`src/rtl/pipe_pkg.sv`:
```
// pipe_pkg: shared types and constants for the pipeline stall/flush sequencer.
// Holds the FSM state enum, the enable/flush control bundle, default timing
// constants and the RUN-state priority decode shared by RUN and MEM_WAIT release.
package pipe_pkg;

  typedef enum logic [1:0] {
    INIT     = 2'd0,
    RUN      = 2'd1,
    MEM_WAIT = 2'd2,
    ERR      = 2'd3
  } pipe_state_t;

  // Field order is MSB first: five enables, then four flushes.
  typedef struct packed {
    logic pc_en;
    logic ifid_en;
    logic idex_en;
    logic exmem_en;
    logic memwb_en;
    logic ifid_flush;
    logic idex_flush;
    logic exmem_flush;
    logic memwb_flush;
  } pipe_ctl_t;

  localparam int unsigned INIT_CYCLES_DEF = 2;
  localparam int unsigned MEM_TIMEOUT_DEF = 255;
  localparam int unsigned WAIT_W          = 16;
  localparam int unsigned INIT_W          = 4;

  // Canonical output patterns.
  localparam pipe_ctl_t CTL_INIT = 9'b00000_1111; // hold everything, bubble everything
  localparam pipe_ctl_t CTL_RUN  = 9'b11111_0000; // free-running pipeline
  localparam pipe_ctl_t CTL_WAIT = 9'b00001_0001; // freeze front, drain WB with bubbles
  localparam pipe_ctl_t CTL_ERR  = 9'b00000_0000; // dead pipeline until reset

  // RUN priority decode with the memory stall already excluded: a taken branch
  // kills IF/ID and ID/EX and overrides any load-use request; a load-use stall
  // holds PC and IF/ID and injects one bubble into ID/EX.
  function automatic pipe_ctl_t run_decode(input logic hzd_stall_n,
                                           input logic branch_taken);
    pipe_ctl_t c;
    c = CTL_RUN;
    if (branch_taken) begin
      c.ifid_flush = 1'b1;
      c.idex_flush = 1'b1;
    end else if (!hzd_stall_n) begin
      c.pc_en      = 1'b0;
      c.ifid_en    = 1'b0;
      c.idex_flush = 1'b1;
    end
    return c;
  endfunction

endpackage

```
`src/rtl/pipe_wait_timer.sv`:
```
// pipe_wait_timer: 16-bit saturating data-memory wait counter.
// load_i sets the count to 1 (first wait cycle), inc_i advances it, clr_i
// returns it to 0. timeout_o is high while the count equals MEM_TIMEOUT.
module pipe_wait_timer
  import pipe_pkg::*;
#(
  parameter int unsigned MEM_TIMEOUT = MEM_TIMEOUT_DEF
) (
  input  logic clk,
  input  logic rst_n,
  input  logic load_i,
  input  logic inc_i,
  input  logic clr_i,
  output logic timeout_o
);

  localparam logic [WAIT_W-1:0] LIMIT = WAIT_W'(MEM_TIMEOUT);

  logic [WAIT_W-1:0] cnt_q, cnt_d;

  // Next count: clear wins, then load, then saturating increment.
  always_comb begin
    cnt_d = cnt_q;
    if (clr_i) begin
      cnt_d = '0;
    end else if (load_i) begin
      cnt_d = WAIT_W'(1);
    end else if (inc_i && (cnt_q != '1)) begin
      cnt_d = cnt_q + WAIT_W'(1);
    end
  end

  // Count register.
  always_ff @(posedge clk or negedge rst_n) begin
    if (!rst_n) begin
      cnt_q <= '0;
    end else begin
      cnt_q <= cnt_d;
    end
  end

  assign timeout_o = (cnt_q == LIMIT);

endmodule

```
`src/rtl/pipe_ctrl.sv`:
```
// pipe_ctrl: stall/flush sequencer for the 5-stage RV32I pipeline.
// Combines load-use, branch-taken and data-memory handshake requests into
// per-register enable/flush controls, primes the pipeline after reset and
// latches a sticky bus error when a memory access times out.
// Optional build macro PIPE_PERF_EN adds stall_cnt / flush_cnt counters.
//
// Handshake: dmem_req/dmem_ready form a valid/ready pair; an access completes
// in the cycle both are high. In RUN, ready without req is ignored; req
// without ready freezes the front of the pipe until ready arrives.
module pipe_ctrl
  import pipe_pkg::*;
#(
  parameter int unsigned INIT_CYCLES = INIT_CYCLES_DEF,
  parameter int unsigned MEM_TIMEOUT = MEM_TIMEOUT_DEF,
  parameter int unsigned CNT_W       = 32
) (
  input  logic        clk,
  input  logic        rst_n,
  input  logic        hzd_stall_n,
  input  logic        branch_taken,
  input  logic        dmem_req,
  input  logic        dmem_ready,
  output logic        pc_en,
  output logic        ifid_en,
  output logic        idex_en,
  output logic        exmem_en,
  output logic        memwb_en,
  output logic        ifid_flush,
  output logic        idex_flush,
  output logic        exmem_flush,
  output logic        memwb_flush,
  output logic        bus_err,
  output pipe_state_t dbg_state
`ifdef PIPE_PERF_EN
  ,
  output logic [CNT_W-1:0] stall_cnt,
  output logic [CNT_W-1:0] flush_cnt
`endif
);

  localparam logic [INIT_W-1:0] INIT_LAST = INIT_W'(INIT_CYCLES);

  pipe_state_t       state_q, state_d;
  logic [INIT_W-1:0] init_q, init_d;
  logic              bus_err_q, bus_err_d;
  pipe_ctl_t         ctl;
  logic              branch_flush;
  logic              t_load, t_inc, t_clr, t_timeout;

  pipe_wait_timer #(
    .MEM_TIMEOUT (MEM_TIMEOUT)
  ) u_wait_timer (
    .clk       (clk),
    .rst_n     (rst_n),
    .load_i    (t_load),
    .inc_i     (t_inc),
    .clr_i     (t_clr),
    .timeout_o (t_timeout)
  );

  // Output decode and next-state logic from current state plus live inputs.
  always_comb begin
    ctl          = CTL_INIT;
    state_d      = state_q;
    init_d       = init_q;
    bus_err_d    = bus_err_q;
    branch_flush = 1'b0;
    t_load       = 1'b0;
    t_inc        = 1'b0;
    t_clr        = 1'b0;
    case (state_q)
      INIT: begin
        ctl = CTL_INIT;
        if (init_q == INIT_LAST) begin
          state_d = RUN;
          init_d  = '0;
        end else begin
          init_d = init_q + INIT_W'(1);
        end
      end
      RUN: begin
        if (dmem_req && !dmem_ready) begin
          ctl     = CTL_WAIT;
          state_d = MEM_WAIT;
          t_load  = 1'b1;
        end else begin
          ctl          = run_decode(hzd_stall_n, branch_taken);
          branch_flush = branch_taken;
        end
      end
      MEM_WAIT: begin
        if (dmem_ready) begin
          // Release cycle: replay whatever branch/load-use was frozen.
          ctl          = run_decode(hzd_stall_n, branch_taken);
          branch_flush = branch_taken;
          state_d      = RUN;
          t_clr        = 1'b1;
        end else begin
          ctl   = CTL_WAIT;
          t_inc = 1'b1;
          if (t_timeout) begin
            state_d   = ERR;
            bus_err_d = 1'b1;
          end
        end
      end
      ERR: begin
        ctl = CTL_ERR;
      end
      default: begin
        ctl     = CTL_INIT;
        state_d = INIT;
      end
    endcase
  end

  // State, init counter and sticky error register.
  always_ff @(posedge clk or negedge rst_n) begin
    if (!rst_n) begin
      state_q   <= INIT;
      init_q    <= '0;
      bus_err_q <= 1'b0;
    end else begin
      state_q   <= state_d;
      init_q    <= init_d;
      bus_err_q <= bus_err_d;
    end
  end

  assign pc_en       = ctl.pc_en;
  assign ifid_en     = ctl.ifid_en;
  assign idex_en     = ctl.idex_en;
  assign exmem_en    = ctl.exmem_en;
  assign memwb_en    = ctl.memwb_en;
  assign ifid_flush  = ctl.ifid_flush;
  assign idex_flush  = ctl.idex_flush;
  assign exmem_flush = ctl.exmem_flush;
  assign memwb_flush = ctl.memwb_flush;
  assign bus_err     = bus_err_q;
  assign dbg_state   = state_q;

`ifdef PIPE_PERF_EN
  logic [CNT_W-1:0] stall_q, flush_q;
  logic             perf_active;

  assign perf_active = (state_q == RUN) || (state_q == MEM_WAIT);

  // Performance counters: stalled-PC cycles and applied branch flushes.
  always_ff @(posedge clk or negedge rst_n) begin
    if (!rst_n) begin
      stall_q <= '0;
      flush_q <= '0;
    end else if (perf_active) begin
      if (!ctl.pc_en) stall_q <= stall_q + CNT_W'(1);
      if (branch_flush) flush_q <= flush_q + CNT_W'(1);
    end
  end

  assign stall_cnt = stall_q;
  assign flush_cnt = flush_q;
`else
  // CNT_W only sizes the optional counters.
  logic unused_cnt_w;
  assign unused_cnt_w = (CNT_W == 0);
`endif

endmodule

```
`config.mk`:
```
export PLATFORM = sky130hd
export DESIGN_NAME = pipe_ctrl
export DESIGN_NICKNAME = d
export VERILOG_FILES = /design/src/rtl/pipe_pkg.sv /design/src/rtl/pipe_wait_timer.sv /design/src/rtl/pipe_ctrl.sv
export SDC_FILE = /design/constraint.sdc
export NUM_CORES = 1
export LEC_CHECK = 0
export ABC_CLOCK_PERIOD_IN_PS = 2000
export BUFFER_PORTS_ARGS = -buffer_cell sky130_fd_sc_hd__buf_2
export CORE_UTILIZATION = 37
export CTS_CLUSTER_DIAMETER = 80
export DETAILED_ROUTE_END_ITERATION = 6
export SYNTH_ARGS = -nofsm -noshare
export SYNTH_HDL_FRONTEND = slang
export SYNTH_HIERARCHICAL = 1
export SYNTH_SLANG_ARGS = --single-unit
```
`constraint.sdc`:
```
create_clock -name clk -period 2 [get_ports clk]
set_input_delay 0.1 -clock clk [delete_from_list [all_inputs] [get_ports clk]]
set_output_delay 0.1 -clock clk [all_outputs]
set_load 0.03 [all_outputs]
```
==> results of run 1 <==
worst max-delay path: stages (launching register included):
cell,delay [ns]
dfrtp_2,0.41
inv_1,0.08
ha_1,0.19
nor2b_4,0.23
and4_4,0.26
nand3_2,0.11
o31a_1,0.32
o21a_1,0.18
cells in the final DEF (no fill, tap or decap), types with 4 or more instances in the layout:
cell / synthesis / final
or3_1: 4 / 4
dfrtp_1: 23 / 22
nand4_1: 5 / 5
nand2_1: 13 / 13
nand3_1: 10 / 9
buf_2: 0 / 17
or4_1: 4 / 4
ha_1: 8 / 8
inv_1: 9 / 9
o21ai_0: 8 / 8
buf_4: 3 / 6
a21oi_1: 14 / 13
o31ai_1: 4 / 4
nor2_1: 7 / 7
cells by family after synthesis:
group                    count (synthesis)  share of synthesized area
AND/OR/NAND/NOR                         64                      0.258
AO/OA/AOI/OAI                           43                      0.201
flip-flops                              23                      0.389
buffers and inverters                   14                     0.0465
adder cells (fa/ha/maj)                  8                     0.0677
XOR/XNOR                                 3                     0.0178
multiplexers                             3                     0.0203
registers in the layout (all words and copies together), names as in the netlist:
name                count
u_wait_timer/cnt_q     16
dbg_state               2
init_q                  4
bus_err                 1
stage by stage:
stage          hold WS, ns  worst slack (ns)
6_report             0.256             0.114
2_1_floorplan       -0.196            0.0200
5_1_grt              0.292           0.00598
4_1_cts              0.238            0.0461
3_3_place_gp         0.113             0.158
3_5_place_dp         0.117            0.0763
power by group:
group          internal (mW)  total, mW  switching (mW)
sequential             0.552      0.658           0.106
combinational          0.385       1.06           0.680
clock                  0.139      0.294           0.155
cell type report:
cell class	instances	area, sq um
Clock inverter	1	5.00
Multi-Input combinational cell	121	865
Tap cell	48	60.1
Timing Repair Buffer	24	140
Inverter	10	37.5
Fill cell	375	2020
Clock buffer	3	41.3
Sequential cell	23	577
path summary, 6_finish.rpt:
path                         startpoint                endpoint  slack (ns)  depth (start not counted)
hold reg to reg                 bus_err                 bus_err        0.48                          1
min in group asynchronous         rst_n  u_wait_timer/cnt_q[10]        0.34                          2
setup / recovery           dbg_state[0]  u_wait_timer/cnt_q[11]        0.11                          7
hold / removal               dmem_ready   u_wait_timer/cnt_q[0]        0.26                          4
setup reg to reg           dbg_state[0]  u_wait_timer/cnt_q[11]        0.11                          7
max in group asynchronous         rst_n            dbg_state[0]        1.27                          2
what timing repair did:
| item | in CTS | in global routing |
|---|---|---|
| setup buffers | 0 | 0 |
| resized for setup | 0 | 3 |
| endpoints found under the setup margin | 0 | 4 |
| hold buffers | 1 | 0 |
| hold endpoints to repair | 23 | 0 |
layer usage:
metal	vias up	GRT usage	wire length, um
li1	639	-	-
met1	623	0.236	1590
met2	42	0.311	1650
met3	2	0.0156	141
met4	0	0.0734	19
met5	-	0	0
==> run metrics, run 1 <==
DRC errors left=0; DRT Pass-1 Iters=4; top_reg_cell synth=dfrtp_1; Nets=197; clock latency on the worst-skew pair=0.26 ns; H-Tree Depth=1; crit end category=register; Die ar.=4250 sq um; Row Count=22; GRT Total Usage=0.182; CORE AREA=3740 sq um; initial antenna violation count=0; height of the die=65.2 um; Ports=18; syn nets=172; Power, Total=2.02 mW; WP data arrival=2.05 ns; Area Overhead vs Synth=16.7%; relative slew slack=0.651; critical path fanouts, max=6; Via Count=1,306; detailed placement HPWL=2.58 mm; initial core utilization=0.395; outcome=complete, no violations; die span in x=65.2 um; final setup TNS=0 ns; Mapped Area=1480 sq um; Clock Sinks=23; CTS tree=done; share of the yosys chip area belonging to registers=0.389; n_diodes=0; ys async rst share=1.00; WL/cell=14.8 um; Clock Path Buffers=2; GRT overflow=0; max-cap viol count=0; placed cell count=225; Hold Fails Final Rpt=0; f_max=530 MHz; Antenna Nets Post-Route=0; Final Slew Violations=0; most common cell in the netlist=dfrtp_1; CP Class=reg -> reg; Mapped Cells=158; Leak=0.773 nW; yosys warns=6; Num CTS Buffers=3; Post-Place Cell Area=1660 sq um; Yosys reg bits=23; Worst EP required=2.16 ns; Final Util=0.461; actual slew at the worst max-slew pin=0.519 ns; VDD IR-drop max=0.980 mV; PD cells=1170 nW/um^2; pin count of the biggest net entering global routing=24; Syn Area/Cell=9.36 sq um; setup repair after global routing missed its margin=no; Post-Route WL=3.40 mm; final-report setup violation count=0; drt initial violations=84; GP Congestion=0.757; Port Buffers=17; final std cells w/o fill=230; Final period util=0.943; post-synth top area cell=dfrtp_1; vias in the first global route=1,327; Synth area leaders=dfrtp_1 39%, ha_1 6.8%, a21oi_1 4.7%, nand3_1 3.4%, nand2_1 3.3%; post-layout instance area=1730 sq um; Hold/Removal Path Class=in -> reg; register clock-pin slew on the reported worst setup and hold paths=0.09 ns; first-pass GRT wire length=6.00 mm; Yosys top cell area share=0.389; drt via density=5.68; fin crit period=1.89 ns; EDFF count, synth=0; Clock Skews=0.00219 ns; root buffer cell=clkbuf_8; commonest cells in the netlist=23 x dfrtp_1, 14 x a21oi_1, 13 x nand2_1; Synth cell types=46; Worst Setup Start Kind=register; fraction of layout cells with a size suffix above 1=0.247
(Power assumes the default switching activity.)
==> inputs of run 2 (changes only) <==
Settings changed: SYNTH_HIERARCHICAL 1 to unset.
==> run 2 against run 1 <==
Effect of this change:
- design area grew 5.4%
- sequential power decreased by 1%
- core utilization increased by 1.8 points
- die area up 2.9%
- sequential share of layout area shrank 1.6 points
- clock skew rose by 0.0010 ns
- count of clock-buffer cells in the layout grew 1
- clock power is 3% higher
- critical path type is now reg -> out
==> run metrics, run 2 <==
Syn Area/Cell=9.01 sq um (-3.7%); Yosys reg bits=23 (unchanged); Final Slew Violations=0 (unchanged); area taken by multi-input logic gates=912 sq um (+5.5%); VDD IR-drop max=0.873 mV (-11%); initial antenna violation count=0 (unchanged); Mapped Cells=169 (+7.0%); clock latency on the worst-skew pair=0.27 ns (about the same); drt initial violations=85 (+1.2%); Mapped Area=1520 sq um (+3.0%); detailed placement HPWL=2.59 mm (+0.27%); first-pass GRT wire length=6.13 mm (+2.3%); share of the yosys chip area belonging to registers=0.378 (-0.0112); final setup TNS=0 ns (unchanged); Yosys top cell area share=0.378 (-0.0112); GRT Total Usage=0.185 (+0.00311); die span in x=66.2 um (+1.4%); Port Buffers=17 (unchanged); WP data arrival=1.84 ns (-0.21 ns); syn nets=181 (+5.2%); setup repair after global routing missed its margin=no; register clock-pin slew on the reported worst setup and hold paths=0.09 ns (about the same); R2R Path Start=init_q[0]; Leak=0.788 nW (+1.9%); H-Tree Depth=1 (unchanged); flip-flop count of the largest register after layout=16 (unchanged); initial core utilization=0.401 (+0.00580); WL/cell=15.1 um (+2.0%); Post-Place Cell Area=1710 sq um (+3.6%); DRT Pass-1 Iters=4 (unchanged); placed cell count=235 (+4.4%); Hold Fails Final Rpt=0 (unchanged); GRT overflow=0 (unchanged); final-report setup violation count=0 (unchanged); fin crit period=1.94 ns (+0.0490 ns); crit end category=output pin; CORE AREA=3800 sq um (+1.5%); Power, Total=2.08 mW (+3.0%); top_reg_cell synth=dfrtp_1; Area Overhead vs Synth=19.4%; min-delay src=dmem_req; Worst Hold Slack=0.241 ns (-0.0154 ns); root buffer cell=clkbuf_8; Clock Sinks=23 (unchanged); Post-Route WL=3.65 mm (+7.3%); relative slew slack=0.632 (-0.0187); drt via density=5.68 (about the same); Clock Skews=0.00323 ns (+0.00104 ns); DRC errors left=0 (unchanged); commonest cells in the netlist=23 x dfrtp_1, 18 x nand2_1, 17 x a21oi_1; height of the die=66.2 um (+1.4%); pin count of the biggest net entering global routing=24 (unchanged); GP Congestion=0.813 (+7.3%); Nets=207 (+5.1%); commonest non-fill, non-tap cells in the layout=20 x dfrtp_1, 18 x nand2_1, 16 x buf_2; CTS tree=done; n_diodes=0 (unchanged); register area=579 sq um (+0.43%); Top reg by flops=u_wait_timer.cnt_q; Final period util=0.968 (+0.0245); f_max=517 MHz (-2.5%); post-layout instance area=1820 sq um (+5.4%); Synth area leaders=dfrtp_1 38%, a21oi_1 5.6%, ha_1 4.9%, nand2_1 4.4%, mux2i_1 3.9%; critical path fanouts, max=6 (unchanged); Hold/Removal Path Class=in -> reg; vias in the first global route=1,322 (-0.38%); Num CTS Buffers=3 (unchanged); Die ar.=4380 sq um (+2.9%); worst setup path start=dbg_state[1]; max-cap viol count=0 (unchanged); yosys warns=0 (-6); final std cells w/o fill=242 (+5.2%); fraction of layout cells with a size suffix above 1=0.247 (about the same); most common cell in the netlist=dfrtp_1; Row Count=22 (unchanged); Clock Path Buffers=2 (unchanged); actual slew at the worst max-slew pin=0.552 ns (+0.0336 ns); Worst EP required=1.90 ns (-0.26 ns); Worst Setup Start Kind=register; Ports=18 (unchanged); post-synth top area cell=dfrtp_1; ys async rst share=1.00 (unchanged); Synth cell types=43 (-6.5%); Via Count=1,375 (+5.3%); PD cells=1140 nW/um^2 (-2.3%); Antenna Nets Post-Route=0 (unchanged); outcome=complete, no violations; commonest non-fill, non-tap cell in the layout=dfrtp_1; # fillers=380 (+1.3%); CP Class=reg -> out; EDFF count, synth=0 (unchanged)
==> run 2: cell types whose count changed in the layout (fill, tap and decap cells not counted), moves of 3 or more <==
cell	previous run	this run
mux2i_1	3	6
nand4_1	5	9
ha_1	8	4
nand2_1	13	18
nand2b_1	1	6
a2111o_1	0	4
buf_4	6	12
nor2_1	7	2
==> run 2: worst max-delay path: stages (launching register included) <==
cell	delay (ns)
dfrtp_2	0.37
inv_1	0.08
ha_2	0.18
buf_4	0.16
o21a_1	0.19
a21oi_4	0.18
o21ai_2	0.07
o21bai_2	0.19
buf_6	0.14
==> run 2: path summary, 6_finish.rpt <==
path,to,slack (ns),cells after the start
max in group asynchronous,dbg_state[0],1.26,2
min in group asynchronous,bus_err,0.34,2
setup reg to reg,dbg_state[1],0.09,4
hold / removal,u_wait_timer.cnt_q[1],0.24,4
hold reg to reg,bus_err,0.50,1
setup / recovery,idex_flush,0.06,8
==> run 2: metal layers <==
layer / track usage / routed length, um / up-vias
met3: 0.0224 / 57 / 4
met1: 0.247 / 1760 / 682
met4: 0.0798 / 52 / 0
met5: 0 / 0 / -
met2: 0.300 / 1780 / 10
li1: - / - / 679
==> run 2: power by group <==
part	internal, mW	switching, mW
Sequential	0.553	0.0978
Combinational	0.429	0.694
Clock	0.143	0.160
Total	1.12	0.952
==> run 2: per-stage QoR <==
stage,worst slack [ns],util
5_1_grt,0.000966,0.479
6_report,0.0647,0.479
2_1_floorplan,0.0189,-
3_3_place_gp,0.109,0.451
3_5_place_dp,0.0547,0.451
4_1_cts,0.00223,0.473
==> run 2: cell families after synthesis <==
family | synth area share
AOI/OAI and AO/OA | 0.214
xor gates and xnor gates | 0.0115
adders and majority gates | 0.0493
buffers and inverters | 0.0534
DFF | 0.378
muxes | 0.0394
and+or+nand+nor | 0.255
==> run 2: what timing repair did <==
action / CTS / global route
setup endpoints to repair: 1 / 13
hold buffers: 1 / 0
gates resized for setup: 3 / 5
endpoints found under the hold margin: 23 / 0
setup buffers: 2 / 0
pin swaps: 0 / 2
==> run 2: layout make-up <==
| class | count | area share |
|---|---|---|
| inverters | 8 | 0.0165 |
| flip-flops and latches | 23 | 0.319 |
| multi-input cells | 129 | 0.502 |
| well taps | 48 | 0.0330 |
| clock buffers | 4 | 0.0248 |
| repair buffers | 30 | 0.105 |
==> inputs of run 3 (changes only) <==
Settings changed: RECOVER_POWER set to 25.
==> run 3 against run 2 <==
Effect of this change:
- routed wire length is essentially flat
- sequential power is essentially flat
- critical path depth did not move
- critical path type unchanged
- highest routed layer unchanged
==> run metrics, run 3 (synthesized netlist as in run 2, its figures left out) <==
drt via density=5.68 (unchanged); Worst Setup Start Kind=register; Sequential Power Share=0.313 (about the same); WL/cell=15.1 um (about the same); cell family with most CP delay=compound AO/OA/AOI/OAI gates; Die ar.=4380 sq um (unchanged); net switching power=0.952 mW (about the same); vias in the first global route=1,322 (unchanged); die span in x=66.2 um (unchanged); initial core utilization=0.401 (unchanged); Clk pwr share=0.146 (about the same); relative slew slack=0.114 (-0.517); f_max=517 MHz (unchanged); # fillers=381 (+0.26%); R2R Setup Slk=0.09 ns (about the same); n_diodes=0 (unchanged); Power, Total=2.08 mW (about the same); GRT overflow=0 (unchanged); Sw Share=0.458 (about the same); VDD IR-drop max=0.873 mV (about the same); CTS tree=done; Final Slew Violations=0 (unchanged); Critical Path, Cell by Cell=inv_1 -> ha_2 -> buf_4 -> o21a_1 -> a21oi_4 -> o21ai_2 -> o21bai_2 -> buf_6; fraction of layout cells with a size suffix above 1=0.242 (-0.00515); DRT Pass-1 Iters=4 (unchanged); Comb pwr share=0.541 (about the same); CP max-delay cell=dfrtp_2; Antenna Nets Post-Route=0 (unchanged); CORE AREA=3800 sq um (unchanged); Clock Path Buffers=2 (unchanged); fin crit period=1.94 ns (unchanged); Post-Route WL=3.65 mm (about the same); Clock Sinks=23 (unchanged); commonest non-fill, non-tap cells in the layout=20 x dfrtp_1, 18 x nand2_1, 15 x a21oi_1, 15 x buf_2, 12 x buf_4; DRC errors left=0 (unchanged); commonest non-fill, non-tap cell in the layout=dfrtp_1; final-report setup violation count=0 (unchanged); Ports=18 (unchanged); PD cells=1140 nW/um^2 (about the same); clock latency on the worst-skew pair=0.27 ns (about the same); GRT Total Usage=0.185 (unchanged); crit end category=output pin; Hold/Removal Path Class=in -> reg; setup repair after global routing missed its margin=no; Row Count=22 (unchanged); critical path fanouts, max=6 (unchanged); Port Buffers=17 (unchanged); Area Overhead vs Synth=19.3% (about the same); pin count of the biggest net entering global routing=24 (unchanged); height of the die=66.2 um (unchanged); drt initial violations=85 (unchanged); actual slew at the worst max-slew pin=1.33 ns (+0.776 ns); WP data arrival=1.84 ns (about the same); detailed placement HPWL=2.59 mm (unchanged); Via Count=1,375 (unchanged); initial antenna violation count=0 (unchanged); Worst EP required=1.90 ns (about the same); register clock-pin slew on the reported worst setup and hold paths=0.09 ns (about the same); Num CTS Buffers=3 (unchanged); first-pass GRT wire length=6.13 mm (unchanged); Hold Fails Final Rpt=0 (unchanged); Top reg by flops=u_wait_timer.cnt_q; outcome=complete, no violations; Nets=207 (unchanged); Cell Int Power=1.12 mW (about the same); Clock Skews=0.00323 ns (unchanged); root buffer cell=clkbuf_8; Final period util=0.968 (unchanged); max-cap viol count=0 (unchanged); flip-flop count of the largest register after layout=16 (unchanged); Buf+Inv Stages, Crit Path=3 (unchanged); H-Tree Depth=1 (unchanged); Leak=0.785 nW (-0.35%); final setup TNS=0 ns (unchanged); worst stage delay on the critical path=0.37 ns (about the same); GP Congestion=0.813 (unchanged); CP Class=reg -> out
-- run 3: changes by cell type in the layout (fill, tap and decap cells not counted), sizes merged --
| cell | delta |
|---|---|
| buf | -1 |
| clkbuf | +1 |
-- run 3: area by class of cell --
class | count | area [sq um] | share of cell area
clock buffer | 4 | 45.0 | 0.0248
sequential | 23 | 579 | 0.319
multi-input combinational | 129 | 912 | 0.502
inverter | 8 | 30.0 | 0.0165
tap | 48 | 60.1 | 0.0331
timing repair buffer | 30 | 190 | 0.105
-- run 3: repair_timing --
item                                    in CTS  in global routing
setup buffers                                2                  0
gates resized for setup                      3                  5
pin swaps                                    0                  2
hold buffers                                 1                  0
endpoints found under the hold margin       23                  0
endpoints found under the setup margin       1                 13
-- run 3: final timing paths --
path                               from               endpoint  cells after the start
setup / recovery           dbg_state[1]             idex_flush                      8
hold / removal                 dmem_req  u_wait_timer.cnt_q[1]                      4
setup reg to reg              init_q[0]           dbg_state[1]                      4
hold reg to reg                 bus_err                bus_err                      1
max in group asynchronous         rst_n           dbg_state[0]                      2
min in group asynchronous         rst_n                bus_err                      2
-- run 3: tightest hold or removal path: stages --
cell      delay, ns
buf_2          0.13
nand2_1        0.08
nand4_1        0.07
o211ai_1       0.09
-- run 3: through the flow --
| step | worst slack, ns | hold slack, ns | area (sq um) | utilization | instances |
|---|---|---|---|---|---|
| global placement | 0.109 | 0.113 | 1710 | 0.451 | 235 |
| CTS | 0.00223 | 0.238 | 1800 | 0.473 | 242 |
| global route | 0.000966 | 0.286 | 1820 | 0.478 | 242 |
| finish | 0.0647 | 0.241 | 1820 | 0.478 | 242 |
| floorplan | 0.0189 | -0.196 | 1550 | - | 169 |
| detailed placement | 0.0547 | 0.119 | 1710 | 0.451 | 235 |
-- run 3: power groups by stage --
stage	sequential [mW]	clock (mW)	combinational, mW
floorplan	0.676	0	0.763
global placement	0.647	0	1.01
detailed placement	0.659	0	1.04
CTS	0.645	0.308	1.10
global route	0.663	0.326	1.22
finish	0.651	0.302	1.12
-- run 3: per-layer routing --
| metal | routed length [um] | vias to the layer above | global-route usage |
|---|---|---|---|
| met3 | 57 | 4 | 0.0224 |
| met5 | 0 | - | 0 |
| met2 | 1780 | 10 | 0.300 |
| met1 | 1760 | 682 | 0.247 |
| met4 | 52 | 0 | 0.0798 |
| li1 | - | 679 | - |
